===== src/rtl/qc_syndrome_accum_if.sv =====
// Block stream and syndrome result bundle for qc_syndrome_accum.
// The master side feeds circulant blocks; the slave side returns syndromes.
interface qc_syndrome_accum_if #(
    parameter int Z  = 5,
    parameter int SW = 3
);
    logic [Z-1:0]  blk_in;
    logic [SW-1:0] blk_shift;
    logic          blk_valid;
    logic          blk_last;
    logic          blk_ready;
    logic [Z-1:0]  syndrome;
    logic          syn_valid;
    logic          syn_zero;
    logic          len_err;

    modport master (
        output blk_in, blk_shift, blk_valid, blk_last,
        input  blk_ready, syndrome, syn_valid, syn_zero, len_err
    );

    modport slave (
        input  blk_in, blk_shift, blk_valid, blk_last,
        output blk_ready, syndrome, syn_valid, syn_zero, len_err
    );
endinterface


===== src/rtl/qc_syndrome_accum.sv =====
// Row-layer syndrome accumulator for QC-LDPC receive data.
// Rotates each Z-bit circulant block and XORs it into a partial syndrome.
module qc_syndrome_accum #(
    parameter int Z    = 5,
    parameter int COLS = 5,
    parameter int SW   = 3,
    parameter int CW   = 3
) (
    input  logic clk,
    input  logic rst,
    input  logic ce,
    qc_syndrome_accum_if.slave bus
);
    typedef enum logic {ACC, DONE} state_t;

    localparam logic [SW-1:0] ZS   = SW'(Z);
    localparam logic [CW-1:0] LAST = CW'(COLS - 1);

    state_t         state;
    logic [Z-1:0]   acc;
    logic [CW-1:0]  cnt;
    logic [2*Z-1:0] dbl;
    logic [SW-1:0]  sh;
    logic           is_null;
    logic [Z-1:0]   rot;
    logic [Z-1:0]   nxt;
    logic           at_end;
    logic           accept;
    logic           term;

    // Rotation via a doubled vector; null entries contribute nothing.
    always_comb begin
        dbl     = {bus.blk_in, bus.blk_in};
        is_null = (bus.blk_shift >= ZS);
        sh      = is_null ? '0 : bus.blk_shift;
        rot     = is_null ? '0 : dbl[sh +: Z];
        nxt     = acc ^ rot;
        at_end  = (cnt == LAST);
        accept  = bus.blk_valid & bus.blk_ready;
        term    = bus.blk_last | at_end;
    end

    assign bus.blk_ready = ce & ~rst & (state == ACC);
    assign bus.syn_valid = ce & ~rst & (state == DONE);

    // Accumulate, latch the result on the terminating block, then clear.
    always_ff @(posedge clk) begin
        if (rst) begin
            state        <= ACC;
            acc          <= '0;
            cnt          <= '0;
            bus.syndrome <= '0;
            bus.syn_zero <= 1'b0;
            bus.len_err  <= 1'b0;
        end else if (ce) begin
            unique case (state)
                ACC: begin
                    if (accept) begin
                        acc <= nxt;
                        cnt <= cnt + CW'(1);
                        if (term) begin
                            bus.syndrome <= nxt;
                            bus.syn_zero <= (nxt == '0);
                            bus.len_err  <= bus.blk_last ^ at_end;
                            state        <= DONE;
                        end
                    end
                end
                DONE: begin
                    acc   <= '0;
                    cnt   <= '0;
                    state <= ACC;
                end
                default: state <= ACC;
            endcase
        end
    end
endmodule


===== src/flat_wrapper.sv =====
// flat-port wrapper written by rule: the top's interface ports become plain ports
module qc_syndrome_accum_flat 
#(
    parameter int Z    = 5,
    parameter int COLS = 5,
    parameter int SW   = 3,
    parameter int CW   = 3
)
  (clk, rst, ce, bus_blk_in, bus_blk_shift, bus_blk_valid, bus_blk_last, bus_blk_ready, bus_syndrome, bus_syn_valid, bus_syn_zero, bus_len_err);
  qc_syndrome_accum_if #(.Z(Z), .SW(SW)) bus_i ();
  input  logic clk;
  input  logic rst;
  input  logic ce;
  input wire logic [$bits(bus_i.blk_in)-1:0] bus_blk_in;
  input wire logic [$bits(bus_i.blk_shift)-1:0] bus_blk_shift;
  input wire logic [$bits(bus_i.blk_valid)-1:0] bus_blk_valid;
  input wire logic [$bits(bus_i.blk_last)-1:0] bus_blk_last;
  output wire logic [$bits(bus_i.blk_ready)-1:0] bus_blk_ready;
  output wire logic [$bits(bus_i.syndrome)-1:0] bus_syndrome;
  output wire logic [$bits(bus_i.syn_valid)-1:0] bus_syn_valid;
  output wire logic [$bits(bus_i.syn_zero)-1:0] bus_syn_zero;
  output wire logic [$bits(bus_i.len_err)-1:0] bus_len_err;
  assign bus_i.blk_in = bus_blk_in;
  assign bus_i.blk_shift = bus_blk_shift;
  assign bus_i.blk_valid = bus_blk_valid;
  assign bus_i.blk_last = bus_blk_last;
  assign bus_blk_ready = bus_i.blk_ready;
  assign bus_syndrome = bus_i.syndrome;
  assign bus_syn_valid = bus_i.syn_valid;
  assign bus_syn_zero = bus_i.syn_zero;
  assign bus_len_err = bus_i.len_err;
  qc_syndrome_accum #(.Z(Z), .COLS(COLS), .SW(SW), .CW(CW)) u_core (.clk(clk), .rst(rst), .ce(ce), .bus(bus_i));
endmodule

===== config.mk =====
export PLATFORM = sky130hd
export DESIGN_NAME = qc_syndrome_accum_flat
export DESIGN_NICKNAME = d
export VERILOG_FILES = /design/src/rtl/qc_syndrome_accum_if.sv /design/src/rtl/qc_syndrome_accum.sv /design/src/flat_wrapper.sv
export SDC_FILE = /design/constraint.sdc
export NUM_CORES = 1
export LEC_CHECK = 0
export CORE_MARGIN = 4
export CORE_UTILIZATION = 49
export DETAILED_ROUTE_END_ITERATION = 12
export GPL_TIMING_DRIVEN = 0
export PLACE_DENSITY_LB_ADDON = 0.15
export SYNTH_ARGS = -nofsm -noshare
export SYNTH_HDL_FRONTEND = slang
export SYNTH_SLANG_ARGS = --single-unit

===== constraint.sdc =====
create_clock -name clk -period 2.5 [get_ports clk]
set_clock_uncertainty 0.2 [all_clocks]
set_input_delay 0.5 -clock clk [delete_from_list [all_inputs] [get_ports clk]]
set_output_delay 0.5 -clock clk [all_outputs]
set_load 0.01 [all_outputs]

==> flow_metrics.env <==
export IMPL_cap_violations=0
export IMPL_start_util_pct=51.4
export IMPL_dieArea_um2=2820
export IMPL_async_flop_share_pct=0
export IMPL_period_share_pct=94.9
export IMPL_crit_fanout=10
export IMPL_seq_area_frac_synth_pct=32.1
export IMPL_grt_pass1_wl_um=3610
export IMPL_start_kind="input port"
export IMPL_viasPerCell=5.39
export IMPL_tightestPinTransition_ns=0.550
export IMPL_r2r_slack_ns=0.47
export IMPL_crit_type="in2reg"
export IMPL_fin_cells=161
export IMPL_cts_sinks=16
export IMPL_hold_viol_final=0
export IMPL_endpoint="u_core.bus.syn_zero$_SDFFE_PP0P_"
export IMPL_dr_pass1_iters=4
export IMPL_ioPinCount=22
export IMPL_fin_crit_ns=2.37
export IMPL_die_width_um=53.1
export IMPL_n_fill_cell=176
export IMPL_switching_share_pct=26.6
export IMPL_drive_above_1_share_pct=11.2
export IMPL_placement_io_buffers=19
export IMPL_cts_buffers=3
export IMPL_overflow=0
export IMPL_switchingPower_mw=0.140
export IMPL_dpl_worst_slack_ns=-0.172
export IMPL_status="finished, final reports clean"
export IMPL_vias=867
export IMPL_seqPwrFrac_pct=51.2
export IMPL_r2r_end="u_core.bus.syn_zero$_SDFFE_PP0P_"
export IMPL_ant_nets=0
export IMPL_grt_pass1_vias=876
export IMPL_ys_types=29
export IMPL_wl_um=1990
export IMPL_track_usage_pct=17.5
export IMPL_finalSetupViolCount=0
export IMPL_leakage_nw=0.457
export IMPL_synthCells=112
export IMPL_intPower_mw=0.386
export IMPL_final_cell_mix="clkdlybuf4s50_1, nand2_1, dfxtp_1, nor2_1, a21oi_1"
export IMPL_maxSlewViolCount=0
export IMPL_avgSynthCellArea_um2=8.90
export IMPL_fin_ws_ns=0.126
export IMPL_cts_max_level=1
export IMPL_final_common_cell="clkdlybuf4s50_1"
export IMPL_combPwrFrac_pct=24.3
export IMPL_rows=16
export IMPL_vdd_drop_max_mv=0.291
export IMPL_hold_buffers=0
export IMPL_r2r_start="u_core.cnt[0]$_SDFFE_PP0P_"
export IMPL_r2r_cells=8
export IMPL_dp_hpwl_um=1560
export IMPL_required_ns=2.48
export IMPL_die_height_um=53.1
export IMPL_cts_tree="yes"
export IMPL_placed_cells=158
export IMPL_cp_end_kind="flop"
export IMPL_post_cts_setup_buffers=0
export IMPL_arrival_ns=2.35
export IMPL_clockRootBuffer="clkbuf_4"
export IMPL_crit_start="bus_blk_shift[1]"
export IMPL_hold_path_class="in2reg"
export IMPL_relSlewSlack_pct=62.9
export IMPL_total_power_mw=0.526
export IMPL_worstSkewPairLatency_ns=0.27
export IMPL_clkPwrFrac_pct=24.5
export IMPL_yosysWarnings=0
export IMPL_drc=0
export IMPL_synth_edff_count=0
export IMPL_core_um2=1940
export IMPL_netlist_area_um2=997
export IMPL_synth_ff_latch_count=16
export IMPL_globalplace_congestion=0.765
export IMPL_synthFlopType="dfxtp_1"
export IMPL_synth_nets=128
export IMPL_path_clk_slew_ns=0.09
export IMPL_grt_max_degree=11
export IMPL_rsz0062_at_grt="false"
export IMPL_drt_initial_drc_count=9
export IMPL_fmax_mhz=421
export IMPL_n_antenna_cell=0
export IMPL_synth_area_top_cells="dfxtp_1, mux4_2, nand2_1, a21oi_1, mux2i_1"
export IMPL_synth_top_area_share_pct=32.1
export IMPL_yosysTopAreaCell="dfxtp_1"
export IMPL_antenna_found_initial=0
export IMPL_clockBufferDepth=2
export IMPL_wl_per_cell_um=12.4
export IMPL_power_density_nw_per_um2=423
export IMPL_nets=152
export IMPL_syn2layout_area_growth_pct=24.6
[registers in the layout, indices dropped and copies added, names as in the netlist]
| register | count |
|---|---|
| u_core.cnt | 3 |
| u_core.bus.len_err | 1 |
| u_core.bus.syn_zero | 1 |
| u_core.acc | 5 |
| u_core.state | 1 |
| u_core.bus.syndrome | 5 |
[cell usage after synthesis, types with 3 or more instances]
library cell,number
dfxtp_1,16
nand2_1,16
nor2_1,12
a21oi_1,10
inv_1,6
mux2i_1,5
o21ai_0,5
a22oi_1,4
mux4_2,4
nor3b_1,4
xnor2_1,4
ha_1,3
nand3b_1,3
[layer usage]
metal	wire length [um]	vias up	global-route usage, %
li1	-	443	-
met1	877	397	18.8
met2	941	23	30.8
met3	139	4	5.07
met4	34	0	8.51
met5	0	-	0
[how the worst min path moves through the flow]
| stage | startpoint | endpoint | slack (ns) | depth (start not counted) |
|---|---|---|---|---|
| after floorplan | u_core.acc[3]$_SDFFE_PP0P_ | u_core.acc[3]$_SDFFE_PP0P_ | 0.26 | 1 |
| after global placement | u_core.bus.len_err$_SDFFE_PP0P_ | u_core.bus.len_err$_SDFFE_PP0P_ | 0.24 | 2 |
| after detailed placement | u_core.bus.len_err$_SDFFE_PP0P_ | u_core.bus.len_err$_SDFFE_PP0P_ | 0.25 | 2 |
| after CTS | rst | u_core.bus.syndrome[0]$_SDFFE_PP0P_ | 0.20 | 2 |
| after global routing | rst | u_core.bus.syndrome[0]$_SDFFE_PP0P_ | 0.21 | 2 |
| final | rst | u_core.bus.len_err$_SDFFE_PP0P_ | 0.21 | 2 |
[critical path: stages]
cell             delay, ns
clkdlybuf4s50_1       0.50
buf_4                 0.19
mux4_2                0.51
mux2i_1               0.17
xnor2_1               0.20
nor4_2                0.07
a32o_1                0.22
[power by group through the flow]
stage,clock (mW),combinational (mW),sequential [mW]
2_1_floorplan,0,0.0832,0.276
3_3_place_gp,0,0.127,0.275
3_5_place_dp,0,0.128,0.276
4_1_cts,0.138,0.129,0.270
5_1_grt,0.146,0.143,0.271
6_report,0.129,0.128,0.270
[cells by family after synthesis]
| logic type | count (synthesis) | synth area share, % |
|---|---|---|
| muxes | 10 | 15.2 |
| adders and majority gates | 3 | 3.76 |
| and+or+nand+nor | 42 | 21.3 |
| AOI/OAI and AO/OA | 25 | 16.4 |
| DFF | 16 | 32.1 |
| xor gates and xnor gates | 4 | 3.51 |
| buffers and inverters | 12 | 7.65 |
[per-stage QoR]
stage          hold WS (ns)  utilization (%)  area [um^2]  TNS, ns
3_5_place_dp          0.246             62.9         1220   -0.388
5_1_grt               0.209             64.0         1240        0
3_3_place_gp          0.242             62.9         1220   -0.360
4_1_cts               0.201             64.0         1240        0
2_1_floorplan         0.262                -          997        0
6_report              0.207             64.0         1240        0
[timing repair]
item                                    CTS  global route
endpoints found under the setup margin    1             0
hold endpoints to repair                  0             0
resized for setup                         1             0
[cell type report]
cell class                      count  area (um^2)  area share [%]
Timing Repair Buffer               19          189            15.2
Buffer                              6         53.8            4.33
Tap cell                           27         33.8            2.72
Sequential cell                    16          320            25.8
Inverter                            6         22.5            1.81
Multi-Input combinational cell     84          601            48.3
Clock buffer                        3         22.5            1.81
(Power assumes the default switching activity.)
